===== src/rtl/serial_rx_framed.sv =====
// serial_rx_framed: framed serial packet receiver.
// Takes a 2-flop synchronised rx line through start, PKT_LENGTH data bits and
// STOP_BITS stop bits, then presents the packet through a one-deep
// valid/ready holding register. Reports framing errors and overruns.
// Optional parity bit: define SERIAL_RX_FRAMED_PARITY_EN.
module serial_rx_framed #(
   parameter int CLK_PER_BIT = 50,
   parameter int PKT_LENGTH  = 32,
   parameter bit IDLE_LEVEL  = 1'b0,
   parameter int MSB_FIRST   = 0,
   parameter int STOP_BITS   = 1
) (
   input  logic                  clk,
   input  logic                  rst,
   input  logic                  rx,
   output logic [PKT_LENGTH-1:0] data,
   output logic                  valid,
   input  logic                  ready,
   output logic                  busy,
   output logic                  frame_err,
   output logic                  overrun,
   output logic                  parity_err
);

   localparam int CW   = $clog2(CLK_PER_BIT) + 1;
   localparam int BW   = $clog2(PKT_LENGTH + 1);
   localparam int HALF = CLK_PER_BIT / 2;

   typedef enum logic [2:0] {
      S_IDLE,
      S_START,
      S_DATA,
`ifdef SERIAL_RX_FRAMED_PARITY_EN
      S_PARITY,
`endif
      S_STOP,
      S_WAIT_IDLE
   } state_t;

   state_t                state_q, state_d;
   logic                  rx_meta_q, rx_s_q;
   logic [CW-1:0]         ctr_q, ctr_d;
   logic [BW-1:0]         bitcnt_q, bitcnt_d;
   logic [PKT_LENGTH-1:0] sr_q, sr_d, sr_shift;
   logic                  stop_idx_q, stop_idx_d;
   logic                  par_bad_q, par_bad_d;
   logic [PKT_LENGTH-1:0] data_q, data_d;
   logic                  valid_q, valid_d;
   logic                  busy_q;
   logic                  frame_err_q, frame_err_d;
   logic                  overrun_q, overrun_d;
   logic                  parity_err_q, parity_err_d;
   logic                  ctr_last;
   logic                  pkt_done;

   // Shift-register insertion point depends on bit order.
   generate
      if (PKT_LENGTH == 1) begin : g_sr1
         assign sr_shift = rx_s_q;
      end else if (MSB_FIRST != 0) begin : g_msb
         assign sr_shift = {sr_q[PKT_LENGTH-2:0], rx_s_q};
      end else begin : g_lsb
         assign sr_shift = {rx_s_q, sr_q[PKT_LENGTH-1:1]};
      end
   endgenerate

   assign ctr_last = (ctr_q == CW'(CLK_PER_BIT - 1));

   // Next-state, bit sampling, and holding-register update.
   always_comb begin
      state_d      = state_q;
      ctr_d        = ctr_q;
      bitcnt_d     = bitcnt_q;
      sr_d         = sr_q;
      stop_idx_d   = stop_idx_q;
      par_bad_d    = par_bad_q;
      data_d       = data_q;
      valid_d      = valid_q && !ready;
      frame_err_d  = 1'b0;
      overrun_d    = 1'b0;
      parity_err_d = 1'b0;
      pkt_done     = 1'b0;
      case (state_q)
         S_IDLE: begin
            ctr_d      = '0;
            bitcnt_d   = '0;
            stop_idx_d = 1'b0;
            par_bad_d  = 1'b0;
            if (rx_s_q != IDLE_LEVEL) state_d = S_START;
         end
         S_START: begin
            // Mid-start re-check rejects short glitches silently.
            if (ctr_q == CW'(HALF)) begin
               ctr_d   = '0;
               state_d = (rx_s_q != IDLE_LEVEL) ? S_DATA : S_IDLE;
            end else begin
               ctr_d = ctr_q + 1'b1;
            end
         end
         S_DATA: begin
            if (ctr_last) begin
               ctr_d    = '0;
               sr_d     = sr_shift;
               bitcnt_d = bitcnt_q + 1'b1;
               if (bitcnt_q == BW'(PKT_LENGTH - 1)) begin
`ifdef SERIAL_RX_FRAMED_PARITY_EN
                  state_d = S_PARITY;
`else
                  state_d = S_STOP;
`endif
               end
            end else begin
               ctr_d = ctr_q + 1'b1;
            end
         end
`ifdef SERIAL_RX_FRAMED_PARITY_EN
         S_PARITY: begin
            // Even parity: data bits plus parity bit must XOR to zero.
            if (ctr_last) begin
               ctr_d   = '0;
               state_d = S_STOP;
               if ((^sr_q) ^ rx_s_q) begin
                  parity_err_d = 1'b1;
                  par_bad_d    = 1'b1;
               end
            end else begin
               ctr_d = ctr_q + 1'b1;
            end
         end
`endif
         S_STOP: begin
            // A parity-failed packet still runs stop checks but reports nothing more.
            if (ctr_last) begin
               ctr_d = '0;
               if (rx_s_q != IDLE_LEVEL) begin
                  frame_err_d = !par_bad_q;
                  state_d     = S_WAIT_IDLE;
               end else if (STOP_BITS == 1 || stop_idx_q) begin
                  pkt_done = !par_bad_q;
                  state_d  = S_IDLE;
               end else begin
                  stop_idx_d = 1'b1;
               end
            end else begin
               ctr_d = ctr_q + 1'b1;
            end
         end
         S_WAIT_IDLE: begin
            if (rx_s_q == IDLE_LEVEL) state_d = S_IDLE;
         end
         default: state_d = S_IDLE;
      endcase
      // Load wins over a same-cycle consume; a full, unconsumed register drops the new packet.
      if (pkt_done) begin
         if (!valid_q || ready) begin
            data_d  = sr_q;
            valid_d = 1'b1;
         end else begin
            overrun_d = 1'b1;
         end
      end
   end

   // State and output registers; synchroniser resets to idle so reset never looks like a start.
   always_ff @(posedge clk) begin
      if (rst) begin
         rx_meta_q    <= IDLE_LEVEL;
         rx_s_q       <= IDLE_LEVEL;
         state_q      <= S_IDLE;
         ctr_q        <= '0;
         bitcnt_q     <= '0;
         sr_q         <= '0;
         stop_idx_q   <= 1'b0;
         par_bad_q    <= 1'b0;
         data_q       <= '0;
         valid_q      <= 1'b0;
         busy_q       <= 1'b0;
         frame_err_q  <= 1'b0;
         overrun_q    <= 1'b0;
         parity_err_q <= 1'b0;
      end else begin
         rx_meta_q    <= rx;
         rx_s_q       <= rx_meta_q;
         state_q      <= state_d;
         ctr_q        <= ctr_d;
         bitcnt_q     <= bitcnt_d;
         sr_q         <= sr_d;
         stop_idx_q   <= stop_idx_d;
         par_bad_q    <= par_bad_d;
         data_q       <= data_d;
         valid_q      <= valid_d;
         busy_q       <= (state_d != S_IDLE);
         frame_err_q  <= frame_err_d;
         overrun_q    <= overrun_d;
         parity_err_q <= parity_err_d;
      end
   end

   assign data       = data_q;
   assign valid      = valid_q;
   assign busy       = busy_q;
   assign frame_err  = frame_err_q;
   assign overrun    = overrun_q;
   assign parity_err = parity_err_q;

endmodule


===== config.mk =====
export PLATFORM = sky130hd
export DESIGN_NAME = serial_rx_framed
export DESIGN_NICKNAME = d
export VERILOG_FILES = /design/src/rtl/serial_rx_framed.sv
export SDC_FILE = /design/constraint.sdc
export NUM_CORES = 1
export LEC_CHECK = 0
export BUFFER_PORTS_ARGS = -buffer_cell sky130_fd_sc_hd__buf_2
export CAP_MARGIN = 20
export CORE_MARGIN = 2
export CORE_UTILIZATION = 57
export CTS_CLUSTER_SIZE = 25
export DETAILED_ROUTE_END_ITERATION = 6
export GPL_TIMING_DRIVEN = 0
export PLACE_DENSITY = 0.83
export RECOVER_POWER = 25
export SETUP_SLACK_MARGIN = 0.5
export SLEW_MARGIN = 20
export SYNTH_ARGS = -nofsm -noshare
export SYNTH_HDL_FRONTEND = slang
export SYNTH_SLANG_ARGS = --single-unit

===== constraint.sdc =====
create_clock -name clk -period 2.22 [get_ports clk]
set_input_delay 0.444 -clock clk [delete_from_list [all_inputs] [get_ports clk]]
set_output_delay 0.444 -clock clk [all_outputs]
set_load 0.02 [all_outputs]

==> results of run 1 <==
-- worst min path at each step --
stage          startpoint         to  slack (ns)  cells after the start
2_1_floorplan   rx_meta_q     rx_s_q        0.41                      1
3_3_place_gp    rx_meta_q     rx_s_q        0.42                      1
3_5_place_dp    rx_meta_q     rx_s_q        0.43                      1
4_1_cts                rx  rx_meta_q        0.28                      2
5_1_grt                rx  rx_meta_q        0.29                      2
6_report               rx  rx_meta_q        0.30                      2
-- metrics by stage --
| step | utilization (%) | worst slack (ns) | std cells | total power [mW] | hold slack [ns] |
|---|---|---|---|---|---|
| after global routing | 80.8 | 0.146 | 578 | 2.93 | 0.292 |
| final | 80.8 | 0.205 | 578 | 2.87 | 0.302 |
| after floorplan | - | 0.507 | 429 | 1.63 | 0.414 |
| after CTS | 72.0 | 0.372 | 568 | 2.84 | 0.285 |
| after detailed placement | 64.2 | 0.217 | 542 | 1.64 | 0.430 |
| after global placement | 64.2 | 0.240 | 542 | 1.64 | 0.421 |
-- worst max-delay path, cell delays in order, from the launching register on --
cell and delay [ns]:
dfxtp_2 0.34, inv_2 0.07, ha_4 0.12, nand4bb_1 0.14, buf_6 0.17, or4_4 0.42
buf_6 0.16, buf_6 0.15, o21ai_1 0.18, a21oi_1 0.12
-- cell families after synthesis --
logic type / count (synthesis) / synth area share, %
buffers and inverters: 44 / 5.86
AOI/OAI and AO/OA: 129 / 19.8
DFF: 86 / 49.7
adders and majority gates: 3 / 1.08
and+or+nand+nor: 165 / 23.2
other: 1 / 0.108
xor gates and xnor gates: 1 / 0.253
-- flip-flops by register name, summed over array words and instances (netlist names) --
signal	count
data	32
state_q	3
busy	1
rx_s_q	1
ctr_q	7
sr_q	32
valid	1
bitcnt_q	6
rx_meta_q	1
frame_err	1
overrun	1
-- layer usage --
layer  vias up  GRT usage (%)
met5         -              0
met4         0           13.8
met3        58           4.62
met2       266           45.9
met1      1804           34.0
li1       1631              -
-- layout make-up --
type	count	area (um^2)
multi-input combinational	299	1990
sequential	86	1730
fill	334	1130
timing repair buffer	58	407
buffer	38	299
clock buffer	9	124
clock inverter	7	96.3
tap	75	93.8
inverter	6	22.5
-- cells in the final DEF (no fill, tap or decap), types with 2 or more instances in the layout --
| master | count |
|---|---|
| clkbuf_16 | 5 |
| nand2_4 | 19 |
| ha_1 | 2 |
| buf_2 | 11 |
| nand2_2 | 15 |
| a21oi_1 | 45 |
| a21oi_2 | 28 |
| buf_6 | 11 |
| or3_4 | 2 |
| clkbuf_8 | 9 |
| nand2b_1 | 3 |
| nand3_1 | 38 |
| nand2_1 | 44 |
| clkbuf_4 | 2 |
| nor2b_1 | 7 |
| bufinv_16 | 2 |
| o21ai_0 | 9 |
| clkbuf_1 | 45 |
| nand3b_1 | 2 |
| o211ai_1 | 3 |
| nor3b_1 | 3 |
| o22ai_1 | 3 |
| dfxtp_1 | 83 |
| clkinvlp_4 | 3 |
| and4_1 | 2 |
| dfxtp_2 | 2 |
| nor3_1 | 5 |
| buf_4 | 13 |
| and3_1 | 4 |
| o21ai_1 | 10 |
| a311oi_1 | 2 |
| buf_8 | 6 |
| inv_1 | 5 |
| clkbuf_2 | 2 |
| nor2_1 | 8 |
| o21ai_2 | 22 |
-- power groups by stage --
stage	combinational [mW]	sequential [mW]	clock, mW
floorplan	0.0408	1.59	0
global placement	0.0570	1.59	0
detailed placement	0.0576	1.59	0
CTS	0.0615	1.55	1.23
global route	0.0752	1.55	1.31
finish	0.0710	1.55	1.25
-- repair_timing --
| item | CTS | global route |
|---|---|---|
| setup buffers | 9 | 5 |
| pin swaps | 14 | 43 |
| setup endpoints to repair | 75 | 81 |
| gates resized for setup | 47 | 116 |
| cloned | 1 | 5 |
| endpoints found under the hold margin | 0 | 0 |
==> flow_summary.toml, run 1 <==
[outcome]
outcome = "completed"

[detailed_routing]
first_pass_iters = 5
met2_length_um = 5840
top_layer = "met4"
drtIter0Drc = 377
vias_per_cell = 6.50
wl_um = 11800
drcViolationCount = 0
wl_per_cell_um = 20.4
wl_met1_um = 4460
ant_nets = 0
routed-via-count = 3759
wl_met3_um = 965

[cells_and_area]
diodes = 0
syn_to_final_growth_pct = 37.4
finalInstanceArea_um2 = 4760
nets = 505
drive_gt1_share_pct = 33.0

[floorplan]
coreArea_um2 = 5890
initial_utilization_pct = 58.8
boundaryPins = 41
die_h_um = 81.9
die_w_um = 81.9
fp-row-count = 28
die_area_um2 = 6710

[synthesis]
async_flop_share_pct = 0
synth_area_leaders = "dfxtp_1 50%, a21oi_1 11%, nand2_1 8.5%"
yosysTopAreaCell = "dfxtp_1"
avgSynthCellArea_um2 = 8.07
ys_types = 41
yosysMostFrequentCell = "dfxtp_1"
synthFlopType = "dfxtp_1"
synthCells = 429
yosys_warnings = 0
ys_seq_area_share_pct = 49.7
syn_area_um2 = 3460
synthTopCellsByCount = "86 x dfxtp_1, 78 x nand2_1, 73 x a21oi_1"
synth_top_area_share_pct = 49.7
ys_ff_latch = 86
synth_edf_count = 0
synth_nets = 436

[setup_path]
path_max_fanout = 10
crit_path_start_kind = "register"
worstPathArrival_ns = 2.25
critPathKind = "register to register"
cp.required_ns = 2.46
crit_start = "ctr_q[1]"
rrSetupSlack_ns = 0.20
rr_worst_depth = 9
reg2reg_from = "ctr_q[1]"
cp-endpoint = "data[6]"
r2r-end = "data[6]"
crit_path_end_kind = "register"

[sta]
finalHoldViolations = 0
setup_viol = 0
period_share_pct = 90.8
setup-tns-final_ns = 0
worstMarginPinSlew_ns = 0.794
max-slew-margin-rel_pct = 47.1
finalCriticalPeriod_ns = 2.02
skew_ns = 0.0117
slew_violations = 0
clock.fmax_ghz = 0.496
rsz0062_at_grt = "yes"

[global_routing]
grt_overflow = 0
first_global_vias = 3041
grt_antenna_before_repair = 0
grtUsageTotal_pct = 27.4
grt_max_degree = 16
grt_pass1_wl_um = 14100

[power_and_ir_drop]
intPower_mw = 2.20
pwr-share-clk_pct = 43.5
pwr-share-comb_pct = 2.5
swShare_pct = 23.4
powerDensity_nw_per_um2 = 603
switchingPower_mw = 0.671
irDropWorstVdd_mv = 0.543
leakage_nw = 1.57
p_seq_share_pct = 54.0

[place]
place_congestion = 0.838
dp_hpwl_um = 5560
dpl_cell_area_um2 = 3780
port_buffers = 38

[clock_network]
cts_num_sinks = 86
clk_pin_slew_worst_paths_ns = 0.09
htreeDepth = 3
clk_path_buf_depth = 2
cts_root_buffer = "clkbuf_8"
cts_buffers = 9
hold_buffers = 0
clock_latency_ns = 0.37
cts_tree = "yes"

[job]
cap_violations = 0

[hold_path]
hold_path_class = "input pin to register"
Power figures use the tool's default switching activity.
==> run 2, diff against run 1 <==
--- a/config.mk
+++ b/config.mk
@@ -5,6 +5,7 @@
 export SDC_FILE = /design/constraint.sdc
 export NUM_CORES = 1
 export LEC_CHECK = 0
+export ABC_AREA = 1
 export BUFFER_PORTS_ARGS = -buffer_cell sky130_fd_sc_hd__buf_2
 export CAP_MARGIN = 20
 export CORE_MARGIN = 2
==> run 2 against run 1 <==
- synthesized cell count grew 18%
- critical path depth grew 1
- global-route usage shrank 4.5 points
- core utilization shrank 11 points
- via count shrank 14%
- synthesized area grew 1.9%
- cell area shrank 12%
- the flow now finishes with violations (DRC)
- first-iteration DRC count shrank 39%
- worst setup slack gained 0.25 ns
==> flow_summary.toml, run 2 <==
[outcome]
outcome = "finished with violations"
violations = "DRC"

[synthesis]
synth_top_area_share_pct = 48.8
syn_area_um2 = 3530
synth_top_family_by_area = "simple AND/OR/NAND/NOR gates"
synth_mux_area_share_pct = 0
ys_seq_area_share_pct = 48.8
yosysTopAreaCell = "dfxtp_1"
synth_area_leaders = "dfxtp_1 49%, nor2_1 16%, nand2_1 11%"
avgSynthCellArea_um2 = 6.96
ys_ff_latch = 86
synth_edf_count = 0
synthCells = 507
synth_compound_area_share_pct = 7.95
synth-xor-area-share_pct = 0.745
synthTopCellsByCount = "149 x nor2_1, 102 x nand2_1, 86 x dfxtp_1"
synthFlopType = "dfxtp_1"
synthAdderAreaFrac_pct = 1.06
ys_types = 26
synth-simple-area-share_pct = 31.3
synth_nets = 514
yosys_warnings = 0
yosysMostFrequentCell = "nor2_1"
async_flop_share_pct = 0

[setup_path]
path_max_fanout = 10
cp.required_ns = 2.48
critPathKind = "register to register"
rrSetupSlack_ns = 0.46
rr_worst_depth = 10
crit_path_end_kind = "register"
r2r-end = "data[6]"
crit_path_start_kind = "register"
reg2reg_from = "state_q[2]"
worstPathArrival_ns = 2.02

[floorplan]
initial_utilization_pct = 59.2
fp-row-count = 28
coreArea_um2 = 5960
die_h_um = 82.7
boundaryPins = 41
die_area_um2 = 6830
die_w_um = 82.7

[clock_network]
cts_tree = "yes"
clk_path_buf_depth = 2
htreeDepth = 3
clock_latency_ns = 0.36
cts_buffers = 9
cts_root_buffer = "clkbuf_8"
cts_num_sinks = 86
hold_buffers = 0
clk_pin_slew_worst_paths_ns = 0.08

[global_routing]
grt_use_met3_pct = 5.11
grtUsageMet1_pct = 27.6
grt_antenna_before_repair = 0
grt_pass1_wl_um = 12000
first_global_vias = 2812
grt_busiest_layer = "met2"
grt_overflow = 0
met2_usage_pct = 40.3
grt_max_degree = 15
grtUsageTotal_pct = 22.9

[sta]
setup-tns-final_ns = 0
rsz0062_at_grt = "yes"
slew_violations = 0
period_share_pct = 79.3
setup_viol = 0
max-slew-margin-rel_pct = 65.0
finalCriticalPeriod_ns = 1.76
clock.fmax_ghz = 0.568
worstMarginPinSlew_ns = 0.525
finalHoldViolations = 0
skew_ns = 0.00879

[cells_and_area]
regArea_um2 = 1730
finalInstanceArea_um2 = 4170
multi_input_area_um2 = 1500
syn_to_final_growth_pct = 18.1
final_common_cell = "nor2_1"
diodes = 0
drive_gt1_share_pct = 11.8
nets = 570
final_cell_mix = "148 x nor2_1, 97 x nand2_1, 83 x dfxtp_1"
fillers = 492

[place]
dp_hpwl_um = 4880
place_congestion = 0.907
port_buffers = 39
dpl_cell_area_um2 = 3820

[hold_path]
hp-start = "rx"
hold_end = "rx_meta_q"
hold_depth = 3
hold_path_class = "input pin to register"

[power_and_ir_drop]
pwr-share-comb_pct = 2.6
pwr-share-clk_pct = 44.6
switchingPower_mw = 0.617
leakage_nw = 2.03
p_seq_share_pct = 52.8
powerDensity_nw_per_um2 = 704
irDropWorstVdd_mv = 0.522
swShare_pct = 21.0
intPower_mw = 2.32

[detailed_routing]
ant_nets = 0
drtIter0Drc = 230
routed-via-count = 3219
wl_um = 7580
first_pass_iters = 7
drcViolationCount = 3
wl_per_cell_um = 11.8
vias_per_cell = 5.01

[job]
cap_violations = 0
-- run 2: cell count changes after synthesis, moves of 4 or more --
cell / delta
nand3_1: -20
inv_1: +51
nor2_1: +141
and3_1: -4
nor2b_1: -7
nand2_1: +24
o21ai_0: +23
a21oi_1: -60
o21ai_1: -28
clkbuf_1: -14
nor3_1: -6
-- run 2: worst max path at each step --
stage,start,to,cells past startpoint
after floorplan,ctr_q[0],data[0],9
after global placement,ctr_q[0],bitcnt_q[1],8
after detailed placement,ctr_q[0],bitcnt_q[1],8
after CTS,ctr_q[0],data[7],9
after global routing,state_q[2],data[30],11
final,state_q[2],data[6],10
-- run 2: per-layer routing --
metal	share of wire (%)	up-vias
met5	0	-
met4	1.6	0
met3	4.4	11
met2	50	80
met1	44	1480
li1	-	1648
-- run 2: cell type report --
cell class	count	area share, %
Timing Repair Buffer	44	5.26
Sequential cell	86	41.5
Clock buffer	11	3.15
Buffer	22	3.57
Multi-Input combinational cell	339	36.0
Inverter	61	5.68
Tap cell	75	2.25
Clock inverter	5	2.55
-- run 2: metrics by stage --
stage	power (mW)	hold slack (ns)	instances	util, %	setup WS, ns
6_report	2.93	0.287	643	69.9	0.459
5_1_grt	3.02	0.329	643	69.9	0.350
4_1_cts	2.94	0.291	637	68.2	0.511
3_5_place_dp	1.66	0.398	621	64.1	0.351
3_3_place_gp	1.65	0.398	621	64.1	0.451
2_1_floorplan	1.64	0.388	507	-	0.761
-- run 2: power by group through the flow --
stage          sequential (mW)  clock [mW]  combinational [mW]
2_1_floorplan             1.59           0              0.0491
3_3_place_gp              1.59           0              0.0689
3_5_place_dp              1.59           0              0.0710
4_1_cts                   1.55        1.32              0.0725
5_1_grt                   1.55        1.39              0.0859
6_report                  1.55        1.31              0.0763
-- run 2: worst max-delay path, cell delays in order, from the launching register on --
cell and delay, ns:
dfxtp_1 0.31, buf_6 0.14, inv_8 0.08, nand2_4 0.06, nor2_1 0.21, inv_2 0.08, nor2_4 0.19, nand3_4 0.18
buf_6 0.20, nor2_1 0.13, nor2_1 0.07
-- run 2: kinds of logic (layout without fill, tap and decap cells) --
logic type | count (synthesis) | in the layout
AOI/OAI and AO/OA | 54 | 54
DFF | 86 | 86
buffers and inverters | 83 | 143
and+or+nand+nor | 277 | 278
xor gates and xnor gates | 3 | 3
other | 1 | 1
adders and majority gates | 3 | 3
-- run 2: repair_timing --
action / CTS / global route
endpoints found under the setup margin: 39 / 65
gates resized for setup: 4 / 35
setup buffers: 0 / 4
gates cloned: 0 / 2
pin swaps: 0 / 1
==> run 3, diff against run 2 <==
==> constraint.sdc (replaced) <==
create_clock -name clk -period 1.78 [get_ports clk]
set_input_delay 0.356 -clock clk [delete_from_list [all_inputs] [get_ports clk]]
set_output_delay 0.356 -clock clk [all_outputs]
set_load 0.02 [all_outputs]
==> run 3 against run 2 <==
- the flow now finishes without violations
- fmax up 11%
- sequential share of layout area fell by 1.9 points
- clock power shrank 5%
- first-iteration DRC count fell by 41%
- count of clock-buffer cells in the layout grew 1
- non-clock buffer count grew 9
- hold slack got worse by 0.080 ns
- largest cell class unchanged
- clock skew is 0.0022 ns lower
==> flow_summary.toml, run 3 (synthesized netlist as in run 2, its figures left out) <==
[floorplan]
die_area_um2 = 6830
fp-row-count = 28
boundaryPins = 41
coreArea_um2 = 5960
initial_utilization_pct = 59.2
die_w_um = 82.7
die_h_um = 82.7

[global_routing]
grt_pass1_wl_um = 12400
grt_max_degree = 14
first_global_vias = 2900
grtUsageTotal_pct = 24.1
grt_antenna_before_repair = 0
grt_overflow = 0

[power_and_ir_drop]
swShare_pct = 22.9
leakage_nw = 2.05
p_total_mw = 3.28
switchingPower_mw = 0.752
pwr-share-comb_pct = 3.1
p_seq_share_pct = 58.8
pwr-share-clk_pct = 38.0
intPower_mw = 2.53
powerDensity_nw_per_um2 = 752
irDropWorstVdd_mv = 0.445

[setup_path]
cp.required_ns = 2.03
crit_path_start_kind = "register"
rrSetupSlack_ns = 0.19
path_max_fanout = 8
r2r-end = "data[11]"
rr_worst_depth = 10
reg2reg_from = "ctr_q[1]"
crit_path_end_kind = "register"
critPathKind = "register to register"
worstPathArrival_ns = 1.85

[cells_and_area]
syn_to_final_growth_pct = 23.7
final_common_cell = "nor2_1"
fillers = 480
final_cells = 651
nets = 579
final_cell_mix = "131 x nor2_1, 86 x nand2_1, 82 x dfxtp_1"
diodes = 0
drive_gt1_share_pct = 18.8

[place]
port_buffers = 39
place_congestion = 0.888
dp_hpwl_um = 4940
numPlacedInstances = 621

[detailed_routing]
drtIter0Drc = 136
vias_per_cell = 4.98
drcViolationCount = 0
routed-via-count = 3241
first_pass_iters = 5
ant_nets = 0
wl_um = 8020
wl_per_cell_um = 12.3

[job]
cap_violations = 0

[hold_path]
hold_path_class = "input pin to register"
hold_depth = 3
hp-start = "rx"
hold_end = "rx_meta_q"

[clock_network]
clk_path_buf_depth = 2
cts_tree = "yes"
htreeDepth = 3
clk_pin_slew_worst_paths_ns = 0.08
clock_latency_ns = 0.35
hold_buffers = 0
cts_buffers = 9
cts_root_buffer = "clkbuf_8"
cts_num_sinks = 86

[sta]
max-slew-margin-rel_pct = 65.7
finalHoldViolations = 0
setup-tns-final_ns = 0
worstMarginPinSlew_ns = 0.515
setup_viol = 0
period_share_pct = 89.5
hold_ws_ns = 0.207
slew_violations = 0
clock.fmax_ghz = 0.628
skew_ns = 0.00663
finalCriticalPeriod_ns = 1.59
rsz0062_at_grt = "yes"

[outcome]
outcome = "completed"
-- run 3: through the flow --
step                      cell area, um^2  setup WS [ns]  utilization (%)
after global routing                 4360          0.111             73.3
after global placement               3910         0.0882             65.6
after floorplan                      3620          0.380                -
after CTS                            4280          0.183             71.8
after detailed placement             3910         0.0981             65.6
final                                4360          0.187             73.3
-- run 3: area by class of cell --
cell class,count,area [um^2],share of cell area (%)
timing repair buffer,53,273,6.25
buffer,22,191,4.39
clock buffer,12,155,3.56
clock inverter,3,20.0,0.459
inverter,61,241,5.53
sequential,86,1730,39.7
multi-input combinational,339,1660,38.0
tap,75,93.8,2.15
-- run 3: power groups by stage --
stage,Combinational (mW),Sequential [mW],Clock (mW)
2_1_floorplan,0.0657,1.98,0
5_1_grt,0.115,1.93,1.33
3_3_place_gp,0.0909,1.98,0
3_5_place_dp,0.0926,1.98,0
4_1_cts,0.0971,1.93,1.25
6_report,0.103,1.93,1.25
-- run 3: worst max path at each step --
stage	startpoint	endpoint	slack, ns	cells past startpoint
floorplan	ctr_q[0]	data[17]	0.38	9
global placement	state_q[2]	data[8]	0.09	10
detailed placement	ctr_q[0]	data[8]	0.1	9
CTS	ctr_q[1]	data[31]	0.18	11
global route	ctr_q[1]	data[23]	0.11	11
finish	ctr_q[1]	data[11]	0.19	10
-- run 3: routing by layer --
metal / part of all wire, % / vias to the layer above / global-route usage (%)
li1: - / 1671 / -
met1: 45 / 1479 / 29.4
met2: 49 / 73 / 40.6
met3: 3.4 / 18 / 4.24
met4: 2.4 / 0 / 12.8
met5: 0 / - / 0
-- run 3: timing repair --
item,4_1_cts,5_1_grt
gates cloned,5,0
endpoints found under the setup margin,79,84
gates resized for setup,32,31
pin swaps,12,13
setup buffers,7,3
-- run 3: worst max-delay path, stage by stage (launching register included) --
cell,delay [ns]
dfxtp_4,0.36
inv_4,0.05
ha_4,0.12
nand2_2,0.05
nor2_2,0.10
nand2_2,0.09
nor2_4,0.14
nand3_4,0.18
buf_2,0.22
nor2_1,0.13
nor2_2,0.05
